==> src/rtl/addr_mode_sequencer.sv <==
// 6502 addressing-mode sequencer: resolves the effective address of each decoded
// instruction, walks the pointer/operand reads over a req/ack port and stalls upstream while busy.
module addr_mode_sequencer #(
  parameter int ADDR_W       = 16,
  parameter int DATA_W       = 8,
  parameter bit PAGE_PENALTY = 1'b1,
  parameter bit JMP_IND_BUG  = 1'b1
) (
  input  logic              clk,
  input  logic              rst,
  input  logic              start,
  input  logic [3:0]        mode,
  input  logic              is_store,
  input  logic [DATA_W-1:0] op_lo,
  input  logic [DATA_W-1:0] op_hi,
  input  logic [DATA_W-1:0] x_reg,
  input  logic [DATA_W-1:0] y_reg,
  input  logic [ADDR_W-1:0] pc_next,
  output logic              mem_req,
  output logic [ADDR_W-1:0] mem_addr,
  input  logic [DATA_W-1:0] mem_rdata,
  input  logic              mem_ack,
  output logic              busy,
  output logic              done,
  output logic [ADDR_W-1:0] ea,
  output logic [DATA_W-1:0] operand,
  output logic              page_cross
);
  localparam int HI_W = ADDR_W - DATA_W;

  localparam logic [3:0] M_IMM  = 4'd2;
  localparam logic [3:0] M_ABS  = 4'd3;
  localparam logic [3:0] M_ZP   = 4'd4;
  localparam logic [3:0] M_ZPX  = 4'd5;
  localparam logic [3:0] M_ABSX = 4'd6;
  localparam logic [3:0] M_REL  = 4'd8;
  localparam logic [3:0] M_INDX = 4'd9;
  localparam logic [3:0] M_INDY = 4'd10;
  localparam logic [3:0] M_IND  = 4'd11;
  localparam logic [3:0] M_ZPY  = 4'd12;
  localparam logic [3:0] M_ABSY = 4'd13;

  typedef enum logic [2:0] {S_IDLE, S_PTR_LO, S_PTR_HI, S_FIX, S_DATA, S_DONE} state_e;

  state_e            state, state_d;
  logic [3:0]        mode_r;
  logic              store_r;
  logic [DATA_W-1:0] y_r;
  logic [DATA_W-1:0] lo_r, lo_d;
  logic [DATA_W-1:0] data_r, data_d;
  logic [ADDR_W-1:0] ptr_r, ptr_d;
  logic [ADDR_W-1:0] addr_r, addr_d;
  logic              cross_r, cross_d;

  logic [DATA_W-1:0] zp_x, zp_y, ptr_lo_inc;
  logic [ADDR_W-1:0] abs_base, abs_x, abs_y, rel_ea, ptr_base, ind_y_ea, ptr_hi_addr;

  function automatic logic [ADDR_W-1:0] zp(input logic [DATA_W-1:0] b);
    return {{HI_W{1'b0}}, b};
  endfunction

  // Indexed modes pay the FIX cycle on a page cross, and stores always pay it.
  function automatic state_e after_index(input logic crossed, input logic store);
    if (PAGE_PENALTY && (crossed || store)) return S_FIX;
    else if (store)                          return S_DONE;
    else                                     return S_DATA;
  endfunction

  assign zp_x       = op_lo + x_reg;
  assign zp_y       = op_lo + y_reg;
  assign abs_base   = {op_hi, op_lo};
  assign abs_x      = abs_base + {{HI_W{1'b0}}, x_reg};
  assign abs_y      = abs_base + {{HI_W{1'b0}}, y_reg};
  assign rel_ea     = pc_next + {{HI_W{op_lo[DATA_W-1]}}, op_lo};
  assign ptr_base   = {mem_rdata, lo_r};
  assign ind_y_ea   = ptr_base + {{HI_W{1'b0}}, y_r};
  assign ptr_lo_inc = ptr_r[DATA_W-1:0] + DATA_W'(1);
  // Zero-page pointers and the buggy IND fetch both wrap inside the pointer's page.
  assign ptr_hi_addr = (mode_r == M_IND && !JMP_IND_BUG) ? ptr_r + ADDR_W'(1)
                                                          : {ptr_r[ADDR_W-1:DATA_W], ptr_lo_inc};

  always_comb begin
    // NOTE: every signal written here gets a default first, so no path can infer a latch.
    state_d  = state;
    lo_d     = lo_r;
    ptr_d    = ptr_r;
    addr_d   = addr_r;
    cross_d  = cross_r;
    data_d   = data_r;
    mem_req  = 1'b0;
    mem_addr = '0;
    case (state)
      S_IDLE: if (start) begin
        addr_d  = '0;
        cross_d = 1'b0;
        ptr_d   = '0;
        data_d  = (mode == M_IMM) ? op_lo : '0;
        state_d = S_DONE;  // ACC, IMP, IMM and unassigned codes carry no address
        case (mode)
          M_ABS:  begin addr_d = abs_base;  state_d = is_store ? S_DONE : S_DATA; end
          M_ZP:   begin addr_d = zp(op_lo); state_d = is_store ? S_DONE : S_DATA; end
          M_ZPX:  begin addr_d = zp(zp_x);  state_d = is_store ? S_DONE : S_DATA; end
          M_ZPY:  begin addr_d = zp(zp_y);  state_d = is_store ? S_DONE : S_DATA; end
          M_ABSX: begin
            addr_d  = abs_x;
            cross_d = abs_x[ADDR_W-1:DATA_W] != op_hi;
            state_d = after_index(cross_d, is_store);
          end
          M_ABSY: begin
            addr_d  = abs_y;
            cross_d = abs_y[ADDR_W-1:DATA_W] != op_hi;
            state_d = after_index(cross_d, is_store);
          end
          M_REL: begin
            addr_d  = rel_ea;
            cross_d = rel_ea[ADDR_W-1:DATA_W] != pc_next[ADDR_W-1:DATA_W];
          end
          M_INDX: begin ptr_d = zp(zp_x);  state_d = S_PTR_LO; end
          M_INDY: begin ptr_d = zp(op_lo); state_d = S_PTR_LO; end
          M_IND:  begin ptr_d = abs_base;  state_d = S_PTR_LO; end
          default: ;
        endcase
      end
      S_PTR_LO: begin
        mem_req  = 1'b1;
        mem_addr = ptr_r;
        if (mem_ack) begin
          lo_d    = mem_rdata;
          state_d = S_PTR_HI;
        end
      end
      S_PTR_HI: begin
        mem_req  = 1'b1;
        mem_addr = ptr_hi_addr;
        if (mem_ack) begin
          addr_d = ptr_base;
          case (mode_r)
            M_INDY: begin
              addr_d  = ind_y_ea;
              cross_d = ind_y_ea[ADDR_W-1:DATA_W] != mem_rdata;
              state_d = after_index(cross_d, store_r);
            end
            M_IND:   state_d = S_DONE;
            default: state_d = store_r ? S_DONE : S_DATA;
          endcase
        end
      end
      S_FIX:  state_d = store_r ? S_DONE : S_DATA;
      S_DATA: begin
        mem_req  = 1'b1;
        mem_addr = addr_r;
        if (mem_ack) begin
          data_d  = mem_rdata;
          state_d = S_DONE;
        end
      end
      S_DONE:  state_d = S_IDLE;
      default: state_d = S_IDLE;
    endcase
  end

  assign busy = (state != S_IDLE);
  assign done = (state == S_DONE);

  always_ff @(posedge clk) begin
    // NOTE: this block only holds registers, so every assignment is non-blocking.
    if (rst) begin
      state      <= S_IDLE;
      mode_r     <= '0;
      store_r    <= 1'b0;
      y_r        <= '0;
      lo_r       <= '0;
      ptr_r      <= '0;
      addr_r     <= '0;
      cross_r    <= 1'b0;
      data_r     <= '0;
      ea         <= '0;
      operand    <= '0;
      page_cross <= 1'b0;
    end else begin
      state   <= state_d;
      lo_r    <= lo_d;
      ptr_r   <= ptr_d;
      addr_r  <= addr_d;
      cross_r <= cross_d;
      data_r  <= data_d;
      if (state == S_IDLE && start) begin
        mode_r  <= mode;
        store_r <= is_store;
        y_r     <= y_reg;
      end
      // Results are published only on entry to DONE and held until the next one.
      if (state_d == S_DONE && state != S_DONE) begin
        ea         <= addr_d;
        operand    <= data_d;
        page_cross <= cross_d;
      end
    end
  end
endmodule
==> config.mk <==
export PLATFORM = sky130hd
export DESIGN_NAME = addr_mode_sequencer
export DESIGN_NICKNAME = d
export VERILOG_FILES = /design/src/rtl/addr_mode_sequencer.sv
export SDC_FILE = /design/constraint.sdc
export NUM_CORES = 1
export LEC_CHECK = 0
export ABC_AREA = 1
export CORE_MARGIN = 1
export CORE_UTILIZATION = 30
export DETAILED_ROUTE_END_ITERATION = 8
export PLACE_DENSITY = 0.6
export SLEW_MARGIN = 20
export SYNTH_ARGS = -nofsm -noshare
export SYNTH_HDL_FRONTEND = slang
export SYNTH_SLANG_ARGS = --single-unit
==> constraint.sdc <==
create_clock -name clk -period 6.4 [get_ports clk]
set_input_delay 1.6 -clock clk [delete_from_list [all_inputs] [get_ports clk]]
set_output_delay 1.6 -clock clk [all_outputs]
set_load 0.005 [all_outputs]
Word-level counts from Yosys, hierarchy flattened
Cells that the tools add are included.
{ "word_totals": {"output_inout_bits": 44, "wordCells": 84, "register_bits": 90} }
{ "classes": {"muxes": 29, "eq_ne": 24, "reduce_logical": 12, "addsub": 7} }
{ "ops": {"columns": ["cell", "n"], "rows": [
  ["$pmux W16 S7", 1],
  ["$pmux W16 S3", 2],
  ["$add A16 B8 Y16", 3],
  ["$mux W16", 3],
  ["$eq A4 B4 Y1 const B", 8],
  ["$ne A8 B8 Y1", 4],
  ["$pmux W16 S2", 1],
  ["$mux W8", 3],
  ["$mux W3", 7],
  ["$add A16 B16 Y16", 1],
  ["$add A8 B8 Y8", 2],
  ["$pmux W8 S2", 1],
  ["$pmux W3 S5", 1],
  ["$eq A4 B3 Y1 const B", 3],
  ["$pmux W3 S4", 1],
  ["$eq A3 B3 Y1 const B", 3],
  ["$add A8 B1 Y8 const B", 1],
  ["$eq A4 B2 Y1 const B", 2],
  ["$eq A3 B2 Y1 const B", 2],
  ["$mux W1", 6],
  ["$pmux W3 S2", 1],
  ["$reduce_or A3 Y1", 2],
  ["$reduce_and A2 Y1", 2],
  ["$reduce_or A4 Y1", 1],
  ["8 further kinds", 11]
]} }

Longest topological paths before layout
Gate-level depths: netlist of run 1.
{ "logic_depth": {"ltp_word": 9, "depth_mapped": 21} }

Least setup slack after synthesis of run 1
OpenSTA, ideal clock, no wires.
{ "synth_path": {"path_kind": "input port to flip-flop", "from": "in op_lo[0]", "to": "reg page_cross", "slack_ns": 2.771, "t_arrival_ns": 3.520, "cell_stages": 18, "path_buffers": 1, "setup_ns": 0.109, "t_required_ns": 6.291, "cell_sequence": "ha_1 > inv_1 > fa_1 > o21ai_0 > nand2_1 > nand3_1 > nor2_1 > nand3_1 > nand2_1 > o21ai_1 > nand2_1 > nand2_2 > inv_2 > buf_6 > nor2_1 > nor2_1 > nand2_1 > inv_1"} }
{ "synth_via": {"elab_chain_cells": 9, "elab_cells_between_ends": 18, "cone_classes": "3 x add/sub; 4 x eq/ne; 8 x mux; 3 x reduce/logical"} }
{ "synth_rtl": {"columns": ["element", "line", "text"], "rows": [
  ["start, declared", "14", "input logic [DATA_W-1:0] op_lo,"],
  ["$add A16 B8 Y16, on equally long branches", "73, 72", null],
  ["$ne A8 B8 Y1, on equally long branches", "111, 106", null],
  ["$logic_or A1 B1 Y1", "64", "if (PAGE_PENALTY && (crossed || store)) return S_FIX;"],
  ["$mux W3", "64", null],
  ["$pmux W3 S4", "99", "case (mode)"],
  ["$mux W3", "93", "S_IDLE: if (start) begin"],
  ["$pmux W3 S5", "92", "case (state)"],
  ["$eq A3 B3 Y1", "193", "if (state_d == S_DONE && state != S_DONE) begin"],
  ["$logic_and A1 B1 Y1", "193", null],
  ["end signal, assigned", "196", "page_cross <= cross_d;"],
  ["end, declared", "27", "output logic page_cross"]
]} }
Parallel ways exist; a longest one is shown, timed or not.
A chain may end at the register's enable or synchronous reset.

Final worst setup path of run 1
Ends and elaborated chain as after synthesis.

==> results of run 1 <==
==> Yosys cell counts (6+ instances only) <==
master,number,share of area (%)
nand3_1,114,7.7
inv_1,169,8.5
buf_2,9,0.61
o211ai_1,20,2.0
inv_2,6,0.30
a32o_1,7,0.94
xnor2_1,8,0.94
nand4_1,7,0.59
a22oi_1,12,1.2
nand2_1,324,16
o22ai_1,9,0.76
o31ai_1,9,0.91
ha_1,40,6.7
or2_2,6,0.50
nor3_1,9,0.61
xor2_1,6,0.71
nor2_1,137,6.9
clkbuf_1,16,0.81
o21ai_0,71,4.8
o21ai_1,19,1.3
dfxtp_1,90,24
a21oi_1,89,6.0
==> where the power goes <==
part	internal [mW]	leakage (nW)	switching, mW	total (mW)
combinational	0.249	3.19	0.414	0.663
clock	0.309	0.147	0.243	0.553
sequential	0.618	0.733	0.0419	0.659
==> flip-flops by register name, indices dropped and copies added, names as in the netlist <==
name	flops
ptr_r	16
operand	8
page_cross	1
cross_r	1
store_r	1
y_r	8
addr_r	16
lo_r	8
ea	16
mode_r	4
data_r	8
state	3
==> per-layer routing <==
metal	vias to the layer above	wire length [microns]
met5	-	0
met4	0	576
met3	31	1480
met2	272	11900
met1	3774	12600
li1	4246	-
==> kinds of logic after synthesis <==
family                   after synthesis  share of synthesized area, %
AO/OA/AOI/OAI                        257                          20.1
XOR/XNOR                              14                          1.65
adder cells (fa/ha/maj)               44                          7.80
buffers and inverters                210                          11.3
flip-flops                            90                          24.2
AND/OR/NAND/NOR                      617                          35.0
==> worst paths after layout <==
kind / startpoint / end / cells after the start
worst max-delay path: op_lo[0] / page_cross / 18
worst max register to register: lo_r[0] / page_cross / 17
worst min register to register: mode_r[2] / mode_r[2] / 2
worst min-delay path: mode_r[2] / mode_r[2] / 2
==> worst register-to-register path: cells and delay by family (launching register included) <==
family                   cells  cell delay (ns)
AND/OR/NAND/NOR             10             1.02
adder cells (fa/ha/maj)      2             0.63
AO/OA/AOI/OAI                2             0.56
buffers and inverters        3             0.65
flip-flops                   1             0.37
==> final cells by class <==
class                      count  share of cell area (%)
clock inverter                 7                   0.892
clock buffer                   9                    2.47
tap                          324                    4.45
sequential                    90                    19.8
timing repair buffer         116                    12.5
inverter                     176                    7.25
multi-input combinational    932                    52.7
==> run metrics, run 1 <==
outcome finished, final reports clean; Cells after Synth 1232; number of synthesized flops with an enable pin 0; Worst-path clk slew 0.07 ns; fmax 207 MHz; Netlist cell types 44; Post-CTS Resized 0; Post-Syn Area per Cell 6.04 sq um; Hold Path Class reg -> reg; R2R Setup Slk 3.09 ns; filler cell count 2619; commonest non-fill, non-tap cells in the layout nand2_1, inv_1, nor2_1, nand3_1, clkdlybuf4s50_1; power consumption 1.88 mW; Util after Layout 37.5%; Cell Area, Placed 8810 sq um; total number of yosys warnings 0; Die Y 159 microns; Register Area 1800 sq um; max-slew violation count 0; Rel. slew slack 29.9%; max_cap viols 0; total die area 25400 sq um; # clock sinks 90; input/output buffers 108; Worst Path Buf+Inv 4; clock period minus worst slack 4.83 ns; met3 Use GR 3.41%; fraction of layout cells with a size suffix above 1 3.83%; Congestion Overflow GR 0; CP Launch Type primary input; I/O pins 109; Largest stage delay, worst path 0.62 ns; Worst Tran Pin Value 1.05 ns; CTS tree built; fin cells 1654; # diodes 0; Post-Route Setup TNS 0 ns; P_leak 4.07 nW; Area growth syn-to-layout 22.5%; Total GRT Usage 20.9%; H-Tree Depth 3; antenna-violating nets left 0; DRT Pass-1 Iters 6; Crit Path Max Fanout 40; worst hold slack 0.461 ns; worst-case clock buffer depth 2; RD Place Congestion 0.925; Net count, final 1434; Root Buffer clkbuf_16; die width 159 microns; Period Utilization, post-route 75.4%; register area share after synthesis 24.2%; hpwl dp 21300 microns; Routed WL 26500 microns; Cell Area, Synth 7440 sq um; crit path cell chain clkdlybuf4s50_1 > ha_1 > inv_1 > fa_1 > o21ai_0 > nand2_1 > nand3_1 > nor2_1 > nand2_1 > nand2_1 > nand3_1 > nand2_1 > nand2_1 > nand2_2 > inv_2 > nand4_1 > nand2_1 > inv_1; crit-path most repeated cell nand2_1; Syn Nets 1341; post-route setup slack 1.57 ns; first-pass GRT wire length 42200 microns; Via Count 8323; PD cells 206 nW/um^2; Critical Path RT 6.65 ns; design area 9110 sq um; drt via density 5.03; final hold vios 0; grt peak-use layer met2; endpoints failing setup 0; critical path's slowest cell clkdlybuf4s50_1; clk_lat worst skew 0.34 ns; met2 Use GR 33.4%; CTS buffer count 9; Initial Util 30.6%; post-CTS setup buffers 0; GRT met1 Usage 29.0%; Clock Skew 0.00922 ns; cts hold-fix bufs 0; Setup Slack @ Placement 1.22 ns; pin count of the biggest net entering global routing 45; CP Capture Type register; number of remaining DRC errors 0; Routed WL per cell 16.0 microns; commonest register cell after synthesis dfxtp_1; Placement Rows 57; Data arrival, critical path 5.07 ns; Yosys reg bits 90; initial drt markers 748; commonest non-fill, non-tap cell in the layout nand2_1; placed cells 1638; CP top delay family buffers and inverters; critical path class in -> reg; initial antenna violation count 0; async set-reset flop share out of synthesis 0%; vias in the first global route 7787; RSZ-0062 raised after global routing false; worst-case vdd ir drop 0.124 mV; Core Region 24300 sq um; Multi-input gate area 4800 sq um
No activity file was read; power rests on OpenSTA's default activity.
==> run 2, diff against run 1 <==
- clock period: 6.4 -> 4.9 ns (I/O delays scaled with it)
==> run 2 against run 1 <==
  * First-iteration DRC count is 15% lower
  * Sequential power is 31% higher
  * Clock power increased by 29%
  * Sequential cell count unchanged
  * Setup slack worse by 1.0 ns
  * Hold slack better by 0.012 ns
  * Sequential share of layout area down 0.12 points
  * Global-route usage barely moved
  * Combinational power up 33%
  * Design area up 0.63%
  * Critical path depth up 1
  * Clock-buffer cell count rose by 1
  * Critical path type unchanged
  * Largest cell class unchanged
==> run metrics, run 2 (synthesized netlist as in run 1, its figures left out) <==
Largest stage delay, worst path 0.70 ns; # clock sinks 90; pin count of the biggest net entering global routing 44; CP Launch Type primary input; crit path cell chain clkdlybuf4s50_1 > ha_1 > inv_1 > fa_1 > nand3b_1 > nand2_1 > nand2_1 > nand3_1 > nor2_1 > nand2_1 > nand2_1 > nand3_1 > nand2_1 > nand2_1 > nand2_2 > inv_2 > buf_4 > o21ai_1 > a21oi_1; Util after Layout 37.7%; die width 159 microns; CP Capture Type register; Core Region 24300 sq um; Worst Tran Pin Value 0.782 ns; CTS tree built; outcome finished, final reports clean; first-pass GRT wire length 42000 microns; PD cells 268 nW/um^2; Comb power frac 35.8%; Post-CTS Resized 0; Multi-input gate area 4800 sq um; Routed WL per cell 16.1 microns; CTS buffer count 9; power consumption 2.46 mW; filler cell count 2628; input/output buffers 108; design area 9170 sq um; fin cells 1662; initial antenna violation count 0; Area growth syn-to-layout 23.3%; fraction of layout cells with a size suffix above 1 4.41%; Placement Rows 57; endpoints failing setup 0; post-CTS setup buffers 0; Clk pwr share 29.1%; worst hold slack 0.474 ns; cell-internal power 1.55 mW; clk_lat worst skew 0.35 ns; crit-path most repeated cell nand2_1; drt via density 5.00; Clock Skew 0.00874 ns; # diodes 0; Critical Path RT 5.17 ns; Congestion Overflow GR 0; worst-case clock buffer depth 2; Switching Fraction 36.9%; Setup Slack @ Placement 0.248 ns; Rel. slew slack 47.7%; number of remaining DRC errors 0; P_leak 4.11 nW; post-route setup slack 0.534 ns; Routed WL 26800 microns; Worst-path clk slew 0.07 ns; Flop pwr share 35.1%; Cell Area, Placed 8870 sq um; Root Buffer clkbuf_16; Initial Util 30.6%; Total GRT Usage 20.9%; max-slew violation count 0; fmax 229 MHz; commonest non-fill, non-tap cells in the layout nand2_1, inv_1, nor2_1, nand3_1, clkdlybuf4s50_1; total die area 25400 sq um; placed cells 1646; Net count, final 1442; Crit Path Max Fanout 22; Register Area 1800 sq um; commonest non-fill, non-tap cell in the layout nand2_1; Data arrival, critical path 4.64 ns; Via Count 8314; antenna-violating nets left 0; worst-case vdd ir drop 0.150 mV; initial drt markers 635; hpwl dp 21500 microns; Die Y 159 microns; NetSw 906 uW; vias in the first global route 7712; critical path class in -> reg; RSZ-0062 raised after global routing false; final hold vios 0; biggest registers after layout addr_r x16, ea x16, ptr_r x16; Post-Route Setup TNS 0 ns; Hold Path Class reg -> reg; cts hold-fix bufs 0; I/O pins 109; DRT Pass-1 Iters 6; H-Tree Depth 3; max_cap viols 0; critical path's slowest cell clkdlybuf4s50_1; RD Place Congestion 0.937; Period Utilization, post-route 89.1%; clock period minus worst slack 4.37 ns
==> run 2: cell count changes in the layout (fill, tap and decap cells not counted) <==
cell      change
clkbuf_8      +1
inv_6         -3
clkinv_2      +2
buf_4         +8
==> run 2: final timing paths <==
check / from / end / slack, ns / cells after the start
worst max-delay path: op_lo[0] / operand[6] / 0.53 / 19
worst min-delay path: mode_r[2] / mode_r[2] / 0.47 / 2
worst max register to register: lo_r[0] / operand[6] / 1.70 / 17
worst min register to register: mode_r[2] / mode_r[2] / 0.47 / 2
==> run 2: area by class of cell <==
cell class              instances  area share [%]
flip-flops and latches         90            19.6
inverters                     176            7.20
well taps                     324            4.42
repair buffers                124            13.1
clock buffers                  10            2.61
multi-input cells             932            52.3
clock inverters                 6           0.709
==> run 2: per-layer routing <==
layer  part of all wire, %  track usage [%]  wire length [microns]  vias to the layer above
met2                    44             33.2                  11900                      237
met3                   5.0             3.10                   1330                       39
met4                   2.8             6.77                    759                        0
li1                      -                -                      -                     4265
met5                     0                0                      0                        -
met1                    48             28.9                  12800                     3773
==> run 2: power by group through the flow <==
stage | Sequential [mW] | Clock (mW) | Combinational, mW
2_1_floorplan | 0.861 | 0 | 0.553
3_3_place_gp | 0.877 | 0 | 0.863
3_5_place_dp | 0.876 | 0 | 0.871
4_1_cts | 0.861 | 0.732 | 0.876
5_1_grt | 0.870 | 0.755 | 0.983
6_report | 0.862 | 0.715 | 0.880
==> run 2: critical path, delay by kind of cell <==
family	cells	cell delay [ns]
AOI/OAI and AO/OA	2	0.22
and+or+nand+nor	11	1.23
adders and majority gates	2	0.63
buffers and inverters	4	1.30
==> run 3, diff against run 2 <==
- REMOVE_ABC_BUFFERS: not set -> 1
- SKIP_LAST_GASP: not set -> 1
==> run 3 against run 2 <==
  * Sequential share of layout area about the same
  * Sequential power about the same
  * Fmax rose by 3.2%
  * Critical path depth fell by 3
  * Clock-buffer cell count stayed put
  * First-iteration DRC count shrank 5.5%
  * Critical endpoint is now ea[9]
  * Routed wire length fell by 0.47%
  * Core utilization is essentially flat
  * Die area did not move
  * Non-clock buffer count shrank 5
  * Cell count is 0.30% lower
  * Via count about the same
==> run metrics, run 3 (synthesized netlist as in run 1, its figures left out) <==
hpwl dp 21600 microns; Net count, final 1437; final hold vios 0; fmax 236 MHz; Initial Util 30.6%; Setup Slack @ Placement 0.400 ns; Hold Path Class reg -> reg; Placement Rows 57; Util after Layout 37.7%; Worst-path clk slew 0.06 ns; # diodes 0; commonest non-fill, non-tap cell in the layout nand2_1; clock period minus worst slack 4.23 ns; die width 159 microns; HP Start mode_r[2]; post-route setup slack 0.669 ns; Post-Route Setup TNS 0 ns; Period Utilization, post-route 86.3%; Total GRT Usage 20.6%; commonest non-fill, non-tap cells in the layout nand2_1, inv_1, nor2_1, nand3_1, clkdlybuf4s50_1; Area growth syn-to-layout 23.4%; RD Place Congestion 0.928; Congestion Overflow GR 0; P_leak 4.11 nW; outcome finished, final reports clean; Routed WL 26600 microns; vias in the first global route 7645; max-slew violation count 0; DRT Pass-1 Iters 5; drt via density 5.02; RSZ-0062 raised after global routing false; H-Tree Depth 3; CP Launch Type primary input; Core Region 24300 sq um; worst-case clock buffer depth 2; Crit Path Max Fanout 29; post-CTS setup buffers 0; Critical Path RT 5.17 ns; number of remaining DRC errors 0; Die Y 159 microns; Data arrival, critical path 4.50 ns; initial antenna violation count 0; clk_lat worst skew 0.35 ns; Cell Area, Placed 8840 sq um; Worst Tran Pin Value 0.808 ns; PD cells 276 nW/um^2; fraction of layout cells with a size suffix above 1 3.98%; I/O pins 109; CTS tree built; antenna-violating nets left 0; r2r worst-path depth 17; worst-case vdd ir drop 0.156 mV; input/output buffers 108; max_cap viols 0; CP Capture Type register; Via Count 8313; Crit. Startpoint op_lo[7]; Clock Skew 0.00766 ns; critical path class in -> reg; initial drt markers 600; total die area 25400 sq um; pin count of the biggest net entering global routing 44; Rel. slew slack 46.0%; biggest registers after layout addr_r x16, ea x16, ptr_r x16; first-pass GRT wire length 41100 microns; cts hold-fix bufs 0; R2R Path Start lo_r[0]; endpoints failing setup 0; Post-CTS Resized 0; CTS buffer count 9; Root Buffer clkbuf_16; design area 9180 sq um; # clock sinks 90; Routed WL per cell 16.1 microns; Worst Hold Path Cells 2
run 3: changes by cell type in the layout (fill, tap and decap cells not counted), sizes merged:
cell	before	now
buf	16	11
bufinv	1	3
clkinvlp	1	0
inv	176	175
run 3: path summary, 6_finish.rpt:
path,to,slack [ns]
hold / removal,mode_r[2],0.46
setup / recovery,ea[9],0.67
setup reg to reg,ea[9],1.86
hold reg to reg,mode_r[2],0.46
run 3: area by class of cell:
type	count	area, sq um
clock buffers	10	229
clock inverters	6	105
fillers	2633	15100
inverters	176	661
multi-input cells	932	4800
flip-flops and latches	90	1800
well taps	324	405
repair buffers	119	1180
run 3: worst max-delay path, stage by stage:
cell	delay [ns]
clkdlybuf4s50_1	0.88
ha_1	0.42
nand2_1	0.12
inv_1	0.10
a21boi_0	0.18
nand3_1	0.26
nor2_1	0.22
nand2_1	0.09
nor2_1	0.09
o21ai_1	0.09
nand2_1	0.11
nand2_2	0.07
inv_2	0.21
buf_12	0.21
nand2_1	0.08
a21oi_1	0.13
run 3: routing by layer:
layer	GRT usage, %	wire, microns
met5	0	0
met4	5.59	530
met3	2.66	1150
met2	34.6	12500
met1	27.6	12500
run 3: metrics by stage:
step                      cells  hold WS [ns]  power (mW)
final                      1657         0.455        2.53
after global routing       1657         0.480        2.68
after CTS                  1657         0.461        2.54
after detailed placement   1641         0.451        1.75
after global placement     1641         0.447        1.75
after floorplan            1198         0.431        1.37
run 3: report_power, final:
part / switching (mW) / leakage (nW) / internal (mW)
combinational: 0.546 / 3.21 / 0.336
clock: 0.291 / 0.166 / 0.496
sequential: 0.0553 / 0.733 / 0.807
total: 0.893 / 4.11 / 1.64
